## src/rtl/gray_enc_arbiter_if.sv

```systemverilog
// Client-side bundle of the shared Gray encoder arbiter:
// request/operand lanes, ack/result returns and encoder hookup.
interface gray_enc_arbiter_if #(
  parameter int REQ_NUM = 4,
  parameter int DW      = 4,
  parameter int IDW     = (REQ_NUM > 1) ? $clog2(REQ_NUM) : 1
);
  logic [REQ_NUM-1:0]    i_req;
  logic [REQ_NUM*DW-1:0] i_data;
  logic [REQ_NUM-1:0]    o_ack;
  logic [DW-1:0]         o_gray;
  logic [IDW-1:0]        o_gnt_id;
  logic                  o_busy;
  logic [DW-1:0]         o_enc_data;
  logic [DW-1:0]         i_enc_gray;

  modport master (
    output i_req,
    output i_data,
    output i_enc_gray,
    input  o_ack,
    input  o_gray,
    input  o_gnt_id,
    input  o_busy,
    input  o_enc_data
  );

  modport slave (
    input  i_req,
    input  i_data,
    input  i_enc_gray,
    output o_ack,
    output o_gray,
    output o_gnt_id,
    output o_busy,
    output o_enc_data
  );
endinterface

```

## src/rtl/gray_enc_arbiter.sv

```systemverilog
// Round-robin share of one registered binary-to-Gray encoder
// among REQ_NUM requesters; result returned with a one-hot ack.
module gray_enc_arbiter_core #(
  parameter int REQ_NUM = 4,
  parameter int DW      = 4,
  parameter int ENC_LAT = 1
) (
  input logic        i_clk,
  input logic        i_rst_n,
  gray_enc_arbiter_if.slave bus
);
  localparam int IDW = (REQ_NUM > 1) ? $clog2(REQ_NUM) : 1;
  localparam int CW  = $clog2(ENC_LAT + 1);
  localparam logic [REQ_NUM-1:0] ONE =
    {{(REQ_NUM-1){1'b0}}, 1'b1};
  localparam logic [IDW-1:0] PTR_RST = IDW'(REQ_NUM - 1);

  typedef enum logic [1:0] {
    IDLE,
    WAIT,
    DONE
  } state_t;

  state_t             state_q, state_d;
  logic [IDW-1:0]     ptr_q, ptr_d;
  logic [IDW-1:0]     gnt_q, gnt_d;
  logic [DW-1:0]      enc_q, enc_d;
  logic [DW-1:0]      gray_q, gray_d;
  logic [CW-1:0]      cnt_q, cnt_d;
  logic [REQ_NUM-1:0] ack_q, ack_d;

  logic               hit;
  logic [IDW-1:0]     pick;
  logic [IDW-1:0]     idx;
  logic [DW-1:0]      lane [REQ_NUM];

  for (genvar k = 0; k < REQ_NUM; k++) begin : g_lane
    assign lane[k] = bus.i_data[k*DW +: DW];
  end

  // first set request strictly after the pointer, wrapping
  always_comb begin
    hit  = 1'b0;
    pick = ptr_q;
    idx  = ptr_q;
    for (int k = 1; k <= REQ_NUM; k++) begin
      idx = IDW'((int'(ptr_q) + k) % REQ_NUM);
      if (!hit && bus.i_req[idx]) begin
        hit  = 1'b1;
        pick = idx;
      end
    end
  end

  always_comb begin
    state_d = state_q;
    ptr_d   = ptr_q;
    gnt_d   = gnt_q;
    enc_d   = enc_q;
    gray_d  = gray_q;
    cnt_d   = cnt_q;
    ack_d   = '0;
    unique case (state_q)
      IDLE: begin
        if (hit) begin
          ptr_d   = pick;
          gnt_d   = pick;
          enc_d   = lane[pick];
          cnt_d   = CW'(ENC_LAT);
          state_d = WAIT;
        end
      end
      WAIT: begin
        if (cnt_q != '0) begin
          cnt_d = cnt_q - CW'(1);
        end else begin
          gray_d  = bus.i_enc_gray;
          ack_d   = ONE << gnt_q;
          state_d = DONE;
        end
      end
      DONE: begin
        state_d = IDLE;
      end
      default: begin
        state_d = IDLE;
      end
    endcase
  end

  always_ff @(posedge i_clk or negedge i_rst_n) begin
    if (!i_rst_n) begin
      state_q <= IDLE;
      ptr_q   <= PTR_RST;
      gnt_q   <= '0;
      enc_q   <= '0;
      gray_q  <= '0;
      cnt_q   <= '0;
      ack_q   <= '0;
    end else begin
      state_q <= state_d;
      ptr_q   <= ptr_d;
      gnt_q   <= gnt_d;
      enc_q   <= enc_d;
      gray_q  <= gray_d;
      cnt_q   <= cnt_d;
      ack_q   <= ack_d;
    end
  end

  assign bus.o_ack      = ack_q;
  assign bus.o_gray     = gray_q;
  assign bus.o_gnt_id   = gnt_q;
  assign bus.o_busy     = (state_q != IDLE);
  assign bus.o_enc_data = enc_q;
endmodule

module gray_enc_arbiter #(
  parameter int REQ_NUM = 4,
  parameter int DW      = 4,
  parameter int ENC_LAT = 1,
  localparam int IDW    = (REQ_NUM > 1) ? $clog2(REQ_NUM) : 1
) (
  input  logic                  i_clk,
  input  logic                  i_rst_n,
  input  logic [REQ_NUM-1:0]    i_req,
  input  logic [REQ_NUM*DW-1:0] i_data,
  output logic [REQ_NUM-1:0]    o_ack,
  output logic [DW-1:0]         o_gray,
  output logic [IDW-1:0]        o_gnt_id,
  output logic                  o_busy,
  output logic [DW-1:0]         o_enc_data,
  input  logic [DW-1:0]         i_enc_gray
);
  gray_enc_arbiter_if #(
    .REQ_NUM(REQ_NUM),
    .DW     (DW),
    .IDW    (IDW)
  ) bus ();

  assign bus.i_req      = i_req;
  assign bus.i_data     = i_data;
  assign bus.i_enc_gray = i_enc_gray;
  assign o_ack          = bus.o_ack;
  assign o_gray         = bus.o_gray;
  assign o_gnt_id       = bus.o_gnt_id;
  assign o_busy         = bus.o_busy;
  assign o_enc_data     = bus.o_enc_data;

  gray_enc_arbiter_core #(
    .REQ_NUM(REQ_NUM),
    .DW     (DW),
    .ENC_LAT(ENC_LAT)
  ) u_core (
    .i_clk  (i_clk),
    .i_rst_n(i_rst_n),
    .bus    (bus.slave)
  );
endmodule

```

## config.mk

```make
export PLATFORM = sky130hd
export DESIGN_NAME = gray_enc_arbiter
export DESIGN_NICKNAME = d
export VERILOG_FILES = /design/src/rtl/gray_enc_arbiter_if.sv /design/src/rtl/gray_enc_arbiter.sv
export SDC_FILE = /design/constraint.sdc
export NUM_CORES = 1
export LEC_CHECK = 0
export CAP_MARGIN = 20
export CELL_PAD_IN_SITES_DETAIL_PLACEMENT = 0
export CELL_PAD_IN_SITES_GLOBAL_PLACEMENT = 2
export CORE_ASPECT_RATIO = 1.1
export CORE_MARGIN = 2
export CORE_UTILIZATION = 22
export CTS_CLUSTER_DIAMETER = 50
export CTS_CLUSTER_SIZE = 40
export DETAILED_ROUTE_END_ITERATION = 8
export PLACE_DENSITY_LB_ADDON = 0.1
export SLEW_MARGIN = 10
export SYNTH_ARGS = -nofsm -noshare
export SYNTH_HDL_FRONTEND = slang
export SYNTH_SLANG_ARGS = --single-unit
```

## constraint.sdc

```tcl
create_clock -name i_clk -period 1.7 [get_ports i_clk]
set_input_delay 0.34 -clock i_clk [delete_from_list [all_inputs] [get_ports i_clk]]
set_output_delay 0.34 -clock i_clk [all_outputs]
set_load 0.005 [all_outputs]
```

### After elaboration in Yosys (flattened, before gate mapping)

Cells that the tools add are included.

* $add $sub $neg: 5
* $lt $le $gt $ge: 5
* eq/ne operators: 3
* shift-type cells: 1
* mux-type cells: 27
* bitwise logic cells: 2
* reduce and logical (&&, ||, !) cells: 13

Operator list (count)
* 4-bit two-way mux: 4
* 2-bit by 3-bit < comparator with 1-bit output, second input constant: 4
* 2-bit two-way mux: 6
* 1-bit two-way mux: 10
* 1-bit binary-select mux with 2-bit select: 4
* 4-bit binary-select mux with 2-bit select: 1
* 2-bit AND reduction: 4
* 2-bit by 1-bit adder with 2-bit output, second input constant: 2
* 2-bit adder, second input constant: 2
* 2-bit case mux with 2 select lines: 1
* 2-bit nonzero test: 2
* 1-bit by 2-bit left shift with 4-bit output, first input constant: 1
* 3-bit >= comparator, second input constant: 1
* 1-bit logical AND: 3
* 1-bit zero test: 3
* 2-bit NOT with 3-bit output: 1
* 2-bit by 1-bit == test with 1-bit output, second input constant: 1
* 2-bit zero test: 1
* 2-bit by 1-bit inequality test with 1-bit output, second input constant: 1
* 2-bit inequality test, second input constant: 1
* 1-bit case mux with 2 select lines: 1
* 1-bit NOT: 1
* 1-bit subtractor, second input constant: 1

* register bits after elaboration: 19
* input bits: 26
* output and inout bits: 15
* logic and storage cells: 63

### Longest topological paths before layout

Gate-level depths: netlist of run 1.

* depth in word-level cells: 17
* depth in mapped cells: 7
* mapped depth without buffers: 5

### Least setup slack after synthesis of run 1

Ideal clock, no wire load.

* kind: register -> register
* start point: reg u_core.ptr_q[1]
* end point: reg u_core.enc_q[1], in the netlist u_core.bus.o_enc_data[1]
* setup time: 0.081 ns
* data arrival time: 1.490 ns
* required time: 1.619 ns
* path slack: 0.130 ns
* cell stages (with the launch flop): 7
* buffers on the path: 2
* period minus slack after synthesis: 1.570 ns
* cell sequence: dfstp_2 -> buf_6 -> mux2i_1 -> o221a_1 -> buf_6 -> mux2_4 -> o211ai_2

* word-level cells in the longest chain between the ends: 17
* elaborated cells on any way between the ends: 31
* classes of those cells: add/sub (4); mux (19); bitwise (1); reduce/logical (7)

Ends and longest elaborated chain
* start, declared: line gray_enc_arbiter.sv:25 `logic [IDW-1:0] ptr_q, ptr_d;`
* start signal, assigned: line gray_enc_arbiter.sv:102 `ptr_q <= ptr_d;`
* 2-bit by 1-bit adder with 2-bit output: line gray_enc_arbiter.sv:47 `idx = IDW'((int'(ptr_q) + k) % REQ_NUM);`
* 1-bit binary-select mux with 2-bit select: line gray_enc_arbiter.sv:48 `if (!hit && bus.i_req[idx]) begin`
* 1-bit two-way mux (not written as such): line gray_enc_arbiter.sv:48
* 1-bit two-way mux: line gray_enc_arbiter.sv:48
* 1-bit zero test: line gray_enc_arbiter.sv:48
* 1-bit logical AND: line gray_enc_arbiter.sv:48
* 1-bit two-way mux: line gray_enc_arbiter.sv:48
* 1-bit zero test: line gray_enc_arbiter.sv:48
* 1-bit logical AND: line gray_enc_arbiter.sv:48
* 1-bit two-way mux: line gray_enc_arbiter.sv:48
* 1-bit zero test: line gray_enc_arbiter.sv:48
* 1-bit logical AND: line gray_enc_arbiter.sv:48
* 2-bit two-way mux: line gray_enc_arbiter.sv:48
* 2-bit NOT with 3-bit output (not written as such): line gray_enc_arbiter.sv:68 `enc_d = lane[pick];`
* 4-bit binary-select mux with 2-bit select: line gray_enc_arbiter.sv:68
* 4-bit two-way mux (not written as such) (2 in series): line gray_enc_arbiter.sv:68
* end signal, assigned: line gray_enc_arbiter.sv:104 `enc_q <= enc_d;`
* end, declared: line gray_enc_arbiter.sv:27 `logic [DW-1:0] enc_q, enc_d;`

Several ways; a longest one is shown, not always the timed one. The select of a mux whose other input is x is not followed.
A chain may end at the register's enable or synchronous reset.

### Worst setup path in the final report of run 1

Ends and elaborated chain as after synthesis.

==> results of run 1 <==
==> placed cells by master (no fill, tap or decap) <==
cell type / count
mux2i_1: 8
a21o_1: 1
dlymetal6s2s_1: 2
buf_12: 1
o221ai_1: 3
o211ai_2: 1
nor2_2: 2
or2_2: 1
nor3_1: 1
a22oi_1: 1
nand2_2: 1
nand3b_1: 3
nor4_1: 1
mux2_4: 1
nor4b_1: 1
and3_1: 1
or2_4: 1
inv_1: 1
a21oi_1: 3
clkbuf_1: 1
o221a_1: 1
clkbuf_8: 3
nor2_1: 7
clkdlybuf4s50_1: 38
a31oi_1: 1
buf_4: 9
nor4_2: 1
o21a_1: 1
dfrtp_1: 17
dfstp_2: 2
nand2b_1: 3
nand2_1: 10
mux2_2: 4
==> metrics by stage <==
step           setup TNS, ps  util [%]  cells  power [mW]
2_1_floorplan              0         -     81        1.50
3_3_place_gp           -1010      35.2    175        2.06
3_5_place_dp           -1280      35.2    175        2.07
4_1_cts                    0      37.0    182        2.47
5_1_grt                 -151      37.5    184        2.65
6_report                   0      37.5    184        2.45
==> worst register-to-register path, delay by kind of cell (launching register included) <==
kind | cells | cell delay [ps]
buf+inv | 2 | 290
flops | 1 | 580
mux | 1 | 300
compound gates | 3 | 440
==> repair_timing <==
action | in CTS | in global routing
pin swaps | 0 | 1
gates resized for setup | 2 | 2
setup endpoints to repair | 3 | 5
buffers inserted | 3 | 2
==> cells by family after synthesis <==
logic type | count (synthesis) | share of synthesized area (%)
buffers and inverters | 4 | 3.41
DFF | 19 | 52.2
and+or+nand+nor | 33 | 18.9
muxes | 13 | 15.3
AOI/OAI and AO/OA | 12 | 10.2
==> flip-flops by register name (all words and copies together), names as in the netlist <==
register / cells
u_core.bus.o_gnt_id: 2
u_core.ptr_q: 2
u_core.cnt_q: 1
u_core.bus.o_gray: 4
u_core.bus.o_ack: 4
u_core.state_q: 2
u_core.bus.o_enc_data: 4
==> power by group through the flow <==
stage | clock network [mW] | registers [mW] | logic [mW]
6_report | 0.312 | 0.839 | 1.30
5_1_grt | 0.351 | 0.871 | 1.43
4_1_cts | 0.324 | 0.847 | 1.30
3_5_place_dp | 0 | 0.862 | 1.21
3_3_place_gp | 0 | 0.863 | 1.19
2_1_floorplan | 0 | 0.823 | 0.680
==> final timing paths <==
| check | startpoint | end | slack, ps | depth (start not counted) |
|---|---|---|---|---|
| hold reg to reg | u_core.bus.o_enc_data[1] | u_core.bus.o_enc_data[1] | 490 | 2 |
| hold / removal | i_rst_n | u_core.bus.o_gray[0] | 410 | 2 |
| min in group i_clk | u_core.bus.o_enc_data[1] | u_core.bus.o_enc_data[1] | 490 | 2 |
| setup / recovery | u_core.ptr_q[1] | u_core.bus.o_enc_data[1] | 30 | 6 |
| setup reg to reg | u_core.ptr_q[1] | u_core.bus.o_enc_data[1] | 30 | 6 |
| max in group asynchronous | i_rst_n | u_core.ptr_q[1] | 1020 | 2 |
==> layer usage <==
metal  routed length, um  GRT usage [%]
met1                1060           13.0
met4                  32           5.56
met2                1110           16.8
met5                   0              0
met3                 111           1.88
==> final cells by class <==
| class | count | area share (%) |
|---|---|---|
| multi-input combinational | 58 | 27.5 |
| clock buffer | 4 | 3.01 |
| inverter | 1 | 0.251 |
| sequential | 19 | 31.9 |
| timing repair buffer | 50 | 32.9 |
| tap | 52 | 4.35 |
==> impl_metrics.csv, run 1 <==
group,metric,value,unit
pwr,power.switching,819,uW
critical_path,arrival,1850,ps
synthesis,yosysWarnings,0,
critical_path,required,1880,ps
critical_path,path_cells,"buf_4, a22oi_1, o221a_1, buf_12, mux2_4, o211ai_2",
die,die_area,0.00470,sq mm
clock_network,clockBufferDepth,2,
hold_path,hp-class,"in2async",
critical_path,critPathSlowestCell,"dfstp_2",
synthesis,yosysMostFrequentCell,"dfrtp_1",
die,ios,41,
critical_path,critPathBufInv,2,
pwr,p_per_area,1640,mW/mm^2
drt,vias,782,
final_layout,final_cell_area,0.00150,sq mm
critical_path,start_kind,"flop",
critical_path,cp_top_family,"flip-flops",
synthesis,ys_seq_area_share,52.2,%
drt,wire_per_inst,12.6,um
final_layout,drive_gt1_share,20.5,%
synthesis,async_flop_share,100,%
timing,setup_viol,0,
pwr,swShare,33.4,%
timing,timing.fmax,0.598,GHz
clock_network,numCtsBuffers,3,
drt,wl,2310,um
critical_path,crit_type,"reg2reg",
drt,viasPerCell,4.25,
grt,grt_pass1_wl,3710,um
drt,drt_iter0_drc,21,
final_layout,register_area,478,sq um
synthesis,yosysTopAreaCell,"dfrtp_1",
synthesis,yosysUniqueCellTypes,28,
pwr,clkPwrFrac,12.7,%
die,die_width,65.5,um
timing,maxSlewViolCount,0,
synthesis,synth_edf_count,0,
timing,hold_viol,0,
final_layout,diodes,0,
timing,post-route-period-util,98.4,%
timing,skew,6.07,ps
synthesis,ys_ff_latch,19,
final_layout,multi_input_area,412,sq um
clock_network,cts_tree,"built",
clock_network,clock_latency,250,ps
synthesis,syn_nets,107,
critical_path,critical_path_peak_fanout,9,
clock_network,cts_sinks,19,
placement,dpl.hpwl,1750,um
grt,grt_pass1_vias,811,
placement,io_buffers,40,
synthesis,avgSynthCellArea,11.3,sq um
pwr,ir_worst_vdd,0.000517,V
critical_path,end_kind,"flop",
timing,holdWs,410,ps
run,maxCapViolCount,0,
synthesis,synth_top_area_share,46.4,%
placement,dpl-instance-area,0.00140,sq mm
placement,gp_congestion,0.605,
final_layout,fin_nets,159,
synthesis,synth_flop_cell,"dfrtp_1",
timing,rsz0062_at_grt,"yes",
pwr,p_seq_share,34.3,%
synthesis,ys_top_cells_by_area,"dfrtp_1 46%, mux2i_1 8.7%, dfstp_2 5.7%",
clock_network,clockRootBuffer,"clkbuf_8",
placement,post-place-ws,-261,ps
grt,grt_remaining_overflow,0,
grt,grt_max_degree,20,
pwr,power.share.combinational,53.0,%
drt,ant_nets,0,
die,coreArea,0.00399,sq mm
timing,relSlewSlack,75.7,%
clock_network,cts_max_level,1,
timing,fin_ws,26.5,ps
pwr,cellLeakagePower,0.657,nW
drt,dr.pass1.iters,3,
synthesis,synthCells,81,
die,rows,24,
clock_network,clk_pin_slew,70,ps
die,initial_core_util,22.9,%
final_layout,nFillCells,399,
synthesis,syn-cell-area,916,sq um
timing,period_minus_slack,1670,ps
clock_network,ctsHoldBuffers,0,
grt,track_usage,10.3,%
timing,worst_pin_slew,362,ps
grt,antenna_found_initial,0,
critical_path,cpPeakStageDelay,580,ps
outcome,status,"finished clean",
synthesis,synth_common_cells,"17 x dfrtp_1, 11 x nand2_1, 8 x mux2i_1",
die,die_h,71.7,um
drt,drc,0,
pwr,p_int,1.63,mW
final_layout,syn_to_final_growth,63.4,%
No activity file was read; power rests on OpenSTA's default activity.
==> run 2: changes to the inputs <==
TNS_END_PERCENT = 20   (was not set)
==> run 2 against run 1 <==
  * Core utilization about the same
  * Count of clock-buffer cells in the layout unchanged
  * Fmax decreased by 0.46%
  * Critical path type unchanged
  * Highest routed layer unchanged
==> impl_metrics.csv, run 2 (synthesis gave the netlist of run 1 again) <==
group,metric,value,unit
timing,setup_viol,0,
critical_path,critical_path_peak_fanout,9,
pwr,ir_worst_vdd,0.000518,V
grt,track_usage,10.3,%
clock_network,ctsHoldBuffers,0,
die,die_area,0.00470,sq mm
clock_network,cts_tree,"built",
drt,vias,777,
critical_path,r2r.worst_path.cells,6,
timing,hold_viol,0,
grt,antenna_found_initial,0,
grt,grt_max_degree,20,
placement,io_buffers,40,
drt,drc,0,
timing,worst_pin_slew,301,ps
die,rows,24,
timing,period_minus_slack,1680,ps
drt,viasPerCell,4.25,
critical_path,required,1880,ps
final_layout,syn_to_final_growth,63.3,%
clock_network,clock_latency,250,ps
critical_path,worst-path-stages,6,
timing,skew,6.07,ps
critical_path,arrival,1860,ps
timing,maxSlewViolCount,0,
clock_network,clockRootBuffer,"clkbuf_8",
critical_path,end_kind,"flop",
placement,post-place-ws,-261,ps
die,die_h,71.7,um
grt,grt_remaining_overflow,0,
critical_path,crit_type,"reg2reg",
timing,relSlewSlack,79.7,%
critical_path,cpPeakStageDelay,590,ps
final_layout,mostFrequentLayoutCells,"38 x clkdlybuf4s50_1, 17 x dfrtp_1, 10 x nand2_1",
placement,gp_congestion,0.605,
critical_path,cp_top_family,"flip-flops",
clock_network,cts_sinks,19,
timing,post-route-period-util,98.9,%
critical_path,path_cells,"buf_4, a22oi_1, o221a_1, buf_12, mux2_4, o211ai_2",
run,maxCapViolCount,0,
die,ios,41,
final_layout,diodes,0,
final_layout,fin_nets,158,
timing,fin_ws,18.7,ps
drt,dr.pass1.iters,3,
outcome,status,"finished clean",
die,die_width,65.5,um
drt,ant_nets,0,
clock_network,clk_pin_slew,70,ps
critical_path,start_kind,"flop",
hold_path,hp-class,"in2async",
timing,timing.fmax,0.595,GHz
placement,dpl.hpwl,1750,um
drt,wl,2300,um
clock_network,numCtsBuffers,3,
drt,drt_iter0_drc,14,
final_layout,final_common_cell,"clkdlybuf4s50_1",
timing,rsz0062_at_grt,"yes",
critical_path,critPathBufInv,2,
drt,wire_per_inst,12.5,um
pwr,cellLeakagePower,0.652,nW
timing,fin_tns_setup,0,ps
clock_network,clockBufferDepth,2,
grt,grt_pass1_vias,802,
final_layout,drive_gt1_share,20.6,%
pwr,p_per_area,1630,mW/mm^2
die,coreArea,0.00399,sq mm
clock_network,cts_max_level,1,
critical_path,critPathSlowestCell,"dfstp_2",
grt,grt_pass1_wl,3690,um
die,initial_core_util,22.9,%
==> run 2: cell types whose count changed in the layout (fill, tap and decap cells not counted) <==
cell	previous run	this run
buf_4	9	8
a31oi_2	0	1
a31oi_1	1	0
==> run 2: power breakdown <==
part           internal (mW)  total, mW  switching [mW]
clock                  0.166      0.312           0.146
sequential             0.680      0.842           0.162
combinational          0.775       1.29           0.510
total                   1.62       2.44           0.818
==> run 2: final timing paths <==
kind                            slack (ps)                  endpoint                     start
worst min register to register         490  u_core.bus.o_enc_data[1]  u_core.bus.o_enc_data[1]
worst max register to register          20  u_core.bus.o_enc_data[1]           u_core.ptr_q[1]
worst max-delay path                    20  u_core.bus.o_enc_data[1]           u_core.ptr_q[1]
worst min-delay path                   410      u_core.bus.o_gray[0]                   i_rst_n
min in group i_clk                     490  u_core.bus.o_enc_data[1]  u_core.bus.o_enc_data[1]
max in group asynchronous             1020           u_core.ptr_q[1]                   i_rst_n
==> run 2: worst register-to-register path: cells and delay by family, from the launching register on <==
| family | cells | cell delay [ps] |
|---|---|---|
| buf+inv | 2 | 290 |
| compound gates | 3 | 440 |
| mux | 1 | 300 |
| flops | 1 | 590 |
==> run 2: cell type report <==
class / instances / area [sq um]
sequential: 19 / 478
tap: 52 / 65.1
timing repair buffer: 49 / 485
clock buffer: 4 / 45.0
fill: 400 / 2500
inverter: 1 / 3.75
multi-input combinational: 58 / 418
==> run 2: timing repair <==
action / 4_1_cts / 5_1_grt
gates resized for setup: 2 / 3
pin swaps: 1 / 2
buffers inserted: 2 / 2
setup endpoints to repair: 3 / 5
==> run 2: per-stage QoR <==
stage	area, sq um	power (mW)	hold WS, ps	instances	util (%)
final	1500	2.44	410	183	37.4
after detailed placement	1400	2.07	460	175	35.2
after global placement	1400	2.06	454	175	35.2
after CTS	1470	2.46	420	181	36.8
after floorplan	916	1.50	44.4	81	-
after global routing	1500	2.64	419	183	37.4
==> run 2: routing by layer <==
| metal | up-vias | share of wire, % | GRT usage [%] |
|---|---|---|---|
| met3 | 4 | 4.8 | 1.88 |
| met2 | 22 | 47 | 16.7 |
| met1 | 361 | 46 | 12.9 |
| met4 | 0 | 1.4 | 5.56 |
| li1 | 390 | - | - |
| met5 | - | 0 | 0 |
